### config.mk
export PLATFORM = sky130hd
export DESIGN_NAME = multicycle_control
export DESIGN_NICKNAME = d
export VERILOG_FILES = /design/src/rtl/mc_pkg.sv /design/src/rtl/mc_output_decode.sv /design/src/rtl/multicycle_control.sv
export SDC_FILE = /design/constraint.sdc
export NUM_CORES = 1
export LEC_CHECK = 0
export ABC_AREA = 1
export CAP_MARGIN = 30
export CORE_MARGIN = 10
export CORE_UTILIZATION = 36
export DETAILED_ROUTE_END_ITERATION = 12
export PLACE_DENSITY = 0.79
export SLEW_MARGIN = 25
export SYNTH_ARGS = -nofsm -noshare
export SYNTH_HDL_FRONTEND = slang
export SYNTH_SLANG_ARGS = --single-unit
### constraint.sdc
create_clock -name clk -period 1.55 [get_ports clk]
set_input_delay 0.31 -clock clk [delete_from_list [all_inputs] [get_ports clk]]
set_output_delay 0.31 -clock clk [all_outputs]
set_load 0.005 [all_outputs]
### src/rtl/mc_pkg.sv
// Shared encodings for the multicycle MIPS sequencing controller:
// state numbering, opcode values, ALU/mux select codes and the control bundle.
// Pure declarations; no logic.
package mc_pkg;

  typedef enum logic [3:0] {
    S_FETCH  = 4'd0,
    S_DECODE = 4'd1,
    S_MEMADR = 4'd2,
    S_MEMRD  = 4'd3,
    S_MEMWB  = 4'd4,
    S_MEMWR  = 4'd5,
    S_EXEC   = 4'd6,
    S_RWB    = 4'd7,
    S_BRANCH = 4'd8,
    S_JUMP   = 4'd9
  } state_t;

  localparam logic [5:0] OP_RTYPE = 6'b000000;
  localparam logic [5:0] OP_LW    = 6'b100011;
  localparam logic [5:0] OP_SW    = 6'b101011;
  localparam logic [5:0] OP_BEQ   = 6'b000100;
  localparam logic [5:0] OP_J     = 6'b000010;

  localparam logic [1:0] ALUOP_ADD   = 2'b00;
  localparam logic [1:0] ALUOP_SUB   = 2'b01;
  localparam logic [1:0] ALUOP_FUNCT = 2'b10;

  localparam logic [1:0] SRCB_B     = 2'b00;
  localparam logic [1:0] SRCB_FOUR  = 2'b01;
  localparam logic [1:0] SRCB_IMM   = 2'b10;
  localparam logic [1:0] SRCB_IMMSH = 2'b11;

  localparam logic [1:0] PCSRC_ALU    = 2'b00;
  localparam logic [1:0] PCSRC_ALUOUT = 2'b01;
  localparam logic [1:0] PCSRC_JUMP   = 2'b10;

  // Every datapath control driven from the current state.
  typedef struct packed {
    logic       pcwrite;
    logic       pcwritecond;
    logic       iord;
    logic       memread;
    logic       memwrite;
    logic       irwrite;
    logic       memtoreg;
    logic       regdst;
    logic       regwrite;
    logic       alusrca;
    logic [1:0] alusrcb;
    logic [1:0] aluop;
    logic [1:0] pcsource;
    logic       instr_done;
  } ctl_t;

  function automatic logic is_supported(input logic [5:0] op);
    return (op == OP_RTYPE) || (op == OP_LW) || (op == OP_SW) ||
           (op == OP_BEQ) || (op == OP_J);
  endfunction

endpackage

### src/rtl/mc_output_decode.sv
// Moore decode: current state (plus mem_ready in FETCH/MEMWR) to every control.
// Latency: purely combinational, no state.
// Handshake: mem_ready only gates the strobes that complete a memory access.
module mc_output_decode
  import mc_pkg::*;
(
  input  state_t i_state,
  input  logic   i_mem_ready,
  output ctl_t   o_ctl
);

  // Controls not named for a state stay 0; unused encodings drive nothing.
  always_comb begin
    o_ctl = '0;
    case (i_state)
      S_FETCH: begin
        o_ctl.memread = 1'b1;
        o_ctl.alusrcb = SRCB_FOUR;
        o_ctl.irwrite = i_mem_ready;
        o_ctl.pcwrite = i_mem_ready;
      end
      S_DECODE: begin
        // Speculative branch target into ALUOut.
        o_ctl.alusrcb = SRCB_IMMSH;
      end
      S_MEMADR: begin
        o_ctl.alusrca = 1'b1;
        o_ctl.alusrcb = SRCB_IMM;
      end
      S_MEMRD: begin
        o_ctl.memread = 1'b1;
        o_ctl.iord    = 1'b1;
      end
      S_MEMWB: begin
        o_ctl.regwrite   = 1'b1;
        o_ctl.memtoreg   = 1'b1;
        o_ctl.instr_done = 1'b1;
      end
      S_MEMWR: begin
        // Write strobe held for the whole wait; done only on the accepting cycle.
        o_ctl.memwrite   = 1'b1;
        o_ctl.iord       = 1'b1;
        o_ctl.instr_done = i_mem_ready;
      end
      S_EXEC: begin
        o_ctl.alusrca = 1'b1;
        o_ctl.alusrcb = SRCB_B;
        o_ctl.aluop   = ALUOP_FUNCT;
      end
      S_RWB: begin
        o_ctl.regwrite   = 1'b1;
        o_ctl.regdst     = 1'b1;
        o_ctl.instr_done = 1'b1;
      end
      S_BRANCH: begin
        o_ctl.alusrca     = 1'b1;
        o_ctl.alusrcb     = SRCB_B;
        o_ctl.aluop       = ALUOP_SUB;
        o_ctl.pcwritecond = 1'b1;
        o_ctl.pcsource    = PCSRC_ALUOUT;
        o_ctl.instr_done  = 1'b1;
      end
      S_JUMP: begin
        o_ctl.pcwrite    = 1'b1;
        o_ctl.pcsource   = PCSRC_JUMP;
        o_ctl.instr_done = 1'b1;
      end
      default: begin
        o_ctl = '0;
      end
    endcase
  end

endmodule

### src/rtl/multicycle_control.sv
// Multicycle MIPS sequencer: steps fetch/decode/execute/memory/writeback.
// Latency: outputs follow the state register combinationally; one state per clk.
// Stalls in FETCH, MEMRD and MEMWR until mem_ready; strobes forced 0 in reset.
module multicycle_control
  import mc_pkg::*;
#(
  parameter int OP_W    = 6,
  parameter int ALUOP_W = 2
) (
  input  logic               clk,
  input  logic               rst_n,
  input  logic [OP_W-1:0]    Op,
  input  logic               mem_ready,
  input  logic               Zero,
  output logic               PCWrite,
  output logic               PCWriteCond,
  output logic               IorD,
  output logic               MemRead,
  output logic               MemWrite,
  output logic               IRWrite,
  output logic               MemtoReg,
  output logic               RegDst,
  output logic               RegWrite,
  output logic               ALUSrcA,
  output logic [1:0]         ALUSrcB,
  output logic [ALUOP_W-1:0] ALUOp,
  output logic [1:0]         PCSource,
  output logic               instr_done,
  output logic               illegal_op,
  output logic [3:0]         state
);

  state_t r_state;
  state_t w_next;
  ctl_t   w_ctl;
  logic   w_unused_zero;

  // The branch decision is taken in the datapath from PCWriteCond & Zero.
  assign w_unused_zero = Zero;

  // Next-state selection; Op is only consulted in DECODE and MEMADR.
  always_comb begin
    w_next = S_FETCH;
    case (r_state)
      S_FETCH:  w_next = mem_ready ? S_DECODE : S_FETCH;
      S_DECODE: begin
        case (Op)
          OP_LW, OP_SW: w_next = S_MEMADR;
          OP_RTYPE:     w_next = S_EXEC;
          OP_BEQ:       w_next = S_BRANCH;
          OP_J:         w_next = S_JUMP;
          default:      w_next = S_FETCH;
        endcase
      end
      S_MEMADR: begin
        if (Op == OP_LW)      w_next = S_MEMRD;
        else if (Op == OP_SW) w_next = S_MEMWR;
        else                  w_next = S_FETCH;
      end
      S_MEMRD:  w_next = mem_ready ? S_MEMWB : S_MEMRD;
      S_MEMWR:  w_next = mem_ready ? S_FETCH : S_MEMWR;
      S_EXEC:   w_next = S_RWB;
      default:  w_next = S_FETCH;
    endcase
  end

  // State register; reset abandons any instruction in flight.
  always_ff @(posedge clk or negedge rst_n) begin
    if (!rst_n) r_state <= S_FETCH;
    else        r_state <= w_next;
  end

  mc_output_decode u_decode (
    .i_state     (r_state),
    .i_mem_ready (mem_ready),
    .o_ctl       (w_ctl)
  );

  // Strobes are qualified by rst_n so nothing writes while reset is held;
  // selects are left alone and show their FETCH values.
  assign PCWrite     = w_ctl.pcwrite     & rst_n;
  assign PCWriteCond = w_ctl.pcwritecond & rst_n;
  assign MemRead     = w_ctl.memread     & rst_n;
  assign MemWrite    = w_ctl.memwrite    & rst_n;
  assign IRWrite     = w_ctl.irwrite     & rst_n;
  assign RegWrite    = w_ctl.regwrite    & rst_n;
  assign instr_done  = w_ctl.instr_done  & rst_n;
  assign illegal_op  = rst_n & (r_state == S_DECODE) & ~is_supported(Op);

  assign IorD     = w_ctl.iord;
  assign MemtoReg = w_ctl.memtoreg;
  assign RegDst   = w_ctl.regdst;
  assign ALUSrcA  = w_ctl.alusrca;
  assign ALUSrcB  = w_ctl.alusrcb;
  assign ALUOp    = w_ctl.aluop;
  assign PCSource = w_ctl.pcsource;
  assign state    = r_state;

endmodule

# Yosys cells after proc, flatten, opt, wreduce, memory -nomap -nowiden
# Cells that the tools add are included.
# classes
eq_ne,13
mux,21
n_bitwise,10
n_reduce_logical,12
# op_table
operator,n
case mux 4 bit (6 select lines),1
equality test 4 x 3 -> 1 bit (second input constant),4
case mux 4 bit (4 select lines),1
equality test 6 bit (second input constant),2
two-way mux 3 bit,4
two-way mux 1 bit,10
AND 1 bit,9
equality test 4 x 2 -> 1 bit (second input constant),2
equality test 4 bit (second input constant),2
case mux 2 bit (2 select lines),2
OR reduction 2 bit,4
equality test 6 x 2 -> 1 bit (second input constant),1
equality test 6 x 3 -> 1 bit (second input constant),1
zero test 6 bit,1
case mux 2 bit (3 select lines),1
equality test 4 x 1 -> 1 bit (second input constant),1
zero test 4 bit,1
logical OR 1 bit,4
case mux 1 bit (2 select lines),2
OR reduction 4 bit,1
OR reduction 3 bit,1
NOT 1 bit,1
# totals
register_bits,4
inputBits,10
output_inout_bits,22
word_cells,57

# Depth between registers and ports, before layout
# depth
depth_word,7
ltp_mapped,7
mapped_depth_nobuf,7

# By module
# A second synthesis with hierarchy kept.
# hier_totals
cells_unflattened,110
area_unflattened_um2,596.8
# by_module_without_submodules
mod,n_inst,cells_each,area_each_um2,seq_area_each_um2
multicycle_control,1,75,415.4,100.1
mc_output_decode,1,35,181.4,0.0

# Worst setup path after synthesis
# No wires, ideal clock.
# synth_path
path_type,register to output
startpoint,reg r_state[3] (netlist: state[3])
endpoint,out illegal_op
arrival_ps,970
t_required_ps,1240
path_slack_ps,270
path_stages_with_launch,6
n_path_buf,0
cell_sequence,dfrtp_1 -> nor2_4 -> nand2_2 -> nor2_2 -> nand3_1 -> nor2_1
# synth_via
elab_chain_cells,3
# synth_rtl
item,line,source
start: declaration,multicycle_control.sv:33,state_t r_state;
start signal: assignment,multicycle_control.sv:70,else r_state <= w_next;
equality test 4 x 1 -> 1 bit,multicycle_control.sv:88,assign illegal_op = rst_n & (r_state == S_DECODE) & ~is_supported(Op);
AND 1 bit (2 in series),multicycle_control.sv:88,
end: declaration,multicycle_control.sv:29,"output logic illegal_op,"
# Every way passes these cells.

# Worst setup path after layout
# layout_path
startpoint,reg r_state[0] (netlist: state[0])
endpoint,out illegal_op
# Same word-level chain as after synthesis.

==> summary by stage <==
Outcome
The flow ran to the end, but the final reports show violations. The final reports fail on setup timing.

STA
Setup repair after global routing could not meet its margin everywhere. The slew at the pin closest to its max-slew limit is 0.250 ns. The worst path in the final design needs a cycle of 1.84 ns, including I/O delays and setup. The number of max-slew violations in the final report is 0. The final hold violation count is 0. Across all setup checks in the final design, the least slack found is -0.286 ns. Timing would allow up to 545 MHz. Clock skew on the completed layout was measured at 0.00435 ns. The final clock period utilization by the worst path is 118%. In this run the tightest slew margin relative to its limit is 83.3%.

The setup violation total in the final timing report is 18.

Clock network
CTS built an H-tree with a depth of 1. The insertion delay to the later sink of the worst-skew pair is 0.25 ns. The buffer depth of the longest clock path is 2. The clock drives 4 sinks. TritonCTS created 3 clock buffers.

The CTS clock-pin slew for the worst setup and hold paths is 0.04 ns. The clock tree from TritonCTS is done. The root buffer cell is clkbuf_4.

Global route
The number of antenna violations at the first check in global routing is 0. After global routing the overflow that remains totals 0. The wire length of the first global-routing pass is 4260 µm. For this run, the total global-route usage over all layers was measured as 16.1%. The via count of the first global-routing pass is 931.

The largest net degree at the start of global routing is 6.

Yosys
Summing the sequential cell areas from Yosys gives 19.2% of the chip area. The post-synthesis cell count is 98. The mean post-synth cell area is 5.31 µm². The number of nets in the synthesized netlist is 108. The post-synthesis cell type count is 14. In this run, synthesis produced a sequential element count of 4. The summed instance area of the synthesized netlist is 520 µm². The Yosys warning count is 0.

Routing
The mean routed wirelength per cell is 18.9 µm. The via total after detailed routing is 1,049. The total wirelength of the detailed-routed design is 3550 µm. After detailed routing, the number of remaining DRC violations is 0. Before antenna repair, the detailed router went through 4 iterations. Once detail routing completed, the nets flagged for antenna violations numbered 0.

The number of DRC violations after detailed-routing iteration 0 is 97. The number of vias per cell is 5.58.

Final layout
The final cell count without fillers is 188. The diode insertion count for antenna repair is 0. The most common cell after layout, fill and taps aside is buf_4. The fraction of final layout cells sized beyond drive strength 1 is 56.1%. At the end of the flow, the number of nets in the layout was 185. In the layout the commonest cells are 24 x buf_4, 19 x nor2_1, 19 x buf_6. The register with the most flip-flops in the layout has 4 of them.

The area taken by flip-flops and latches is 103 µm². The area of combinational cells with multiple inputs is 405 µm². The final core utilization is 94.5%. Fill cells in the final layout number 46. From synthesis to final layout, the design area changed by 142%.

Setup path
The number of cells on the worst reg-to-reg path is 10. The critical path in this run is classified as flip-flop to output port. At the worst endpoint, the required time is 1.24 ns. The critical-path maximum fanout is 3. The critical path endpoint category is an output port.

The type of element launching the critical path is a flip-flop. The arrival time of data at the critical path endpoint is 1.53 ns.

Die
The die span in x is 58.0 µm. The full die area is 3370 µm². Measured along the y axis, the die boundary spans 58.0 µm.

After floorplanning, the core was sized to cover 1330 µm². The effective utilization at floorplan is 39.0%. For this design the top-level I/O count stands at 32. The number of rows created at floorplan is 13.

Power
VDD sags by at most 0.352 mV. In this run the static leakage power is 0.772 nW. The total power divided by cell area is 396 nW/µm².

The design draws 0.499 mW.

Place
The total of buffers placed on input and output ports is 30. OpenSTA, run right after detailed placement, puts the worst setup slack at -0.450 ns. Routability-driven placement finished with a final weighted congestion of 0.797. Once placement completed, the tool counted placed cells totaling 165. The detailed placement HPWL is 1580 µm.

Job
The number of maximum-capacitance violations is 0.

Worst hold path
In this run the worst hold path is classified as input pin to async pin.
-- metal layers --
metal  up-vias  GRT usage (%)  share of wire, %
li1        449              -                 -
met1       489           15.4                39
met2        87           29.1                46
met3        24           4.14                10
met4         0           11.1               5.1
met5         -              0                 0
-- stage by stage --
stage          cell area [µm²]  hold WS (ns)  TNS (ns)
6_report                  1260         0.132     -2.75
5_1_grt                   1260         0.143     -3.59
4_1_cts                   1130         0.111    -0.793
3_5_place_dp              1000         0.607     -4.94
3_3_place_gp              1000         0.603     -4.87
2_1_floorplan              520        0.0144         0
-- cell usage after synthesis --
cell type / n / share of area, %
nand2_2: 3 / 3.6
inv_2: 3 / 2.2
a21oi_2: 1 / 1.7
nor2_1: 24 / 17
o21ai_0: 2 / 1.9
dfrtp_1: 4 / 19
a211oi_1: 1 / 1.4
nand2_1: 16 / 12
a21oi_1: 2 / 1.9
nor2_4: 3 / 6.5
nand3_1: 15 / 14
nand4_1: 1 / 1.2
nor2_2: 1 / 1.2
inv_1: 22 / 16
-- cell type report --
class / instances / share of cell area [%]
Tap cell: 15 / 1.49
Inverter: 25 / 8.04
Clock buffer: 3 / 1.79
Sequential cell: 4 / 8.14
Timing Repair Buffer: 72 / 48.4
Multi-Input combinational cell: 69 / 32.2
-- power breakdown --
part / switching (mW) / internal (mW) / total (mW)
Combinational: 0.117 / 0.125 / 0.242
Sequential: 0.00396 / 0.109 / 0.113
Clock: 0.0569 / 0.0876 / 0.144
-- critical path, stage by stage (launching register included) --
cell     delay [ns]
dfrtp_1        0.38
inv_2          0.08
buf_12         0.13
nor2_4         0.13
nand2_2        0.11
nor2_2         0.09
nand3_1        0.12
nor2_1         0.11
buf_2          0.12
-- final timing paths --
check	slack, ns	to	start
hold reg to reg	0.80	state[3]	state[1]
setup / recovery	-0.29	illegal_op	state[0]
min in group clk	0.71	state[2]	Op[3]
hold / removal	0.13	state[1]	rst_n
setup reg to reg	0.03	state[2]	state[0]
max in group asynchronous	1.30	state[3]	rst_n
-- logic make-up after synthesis --
logic type	Yosys count	share of synthesized area (%)
AND/OR/NAND/NOR	63	55.8
flip-flops	4	19.2
buffers and inverters	25	18.0
AO/OA/AOI/OAI	6	6.97
-- repair_timing --
action,CTS,global route
endpoints found under the setup margin,21,18
gates resized for setup,105,24
hold buffers,0,0
buffers inserted,14,6
pin swaps,10,10
endpoints found under the hold margin,0,0
(Power assumes the default switching activity.)
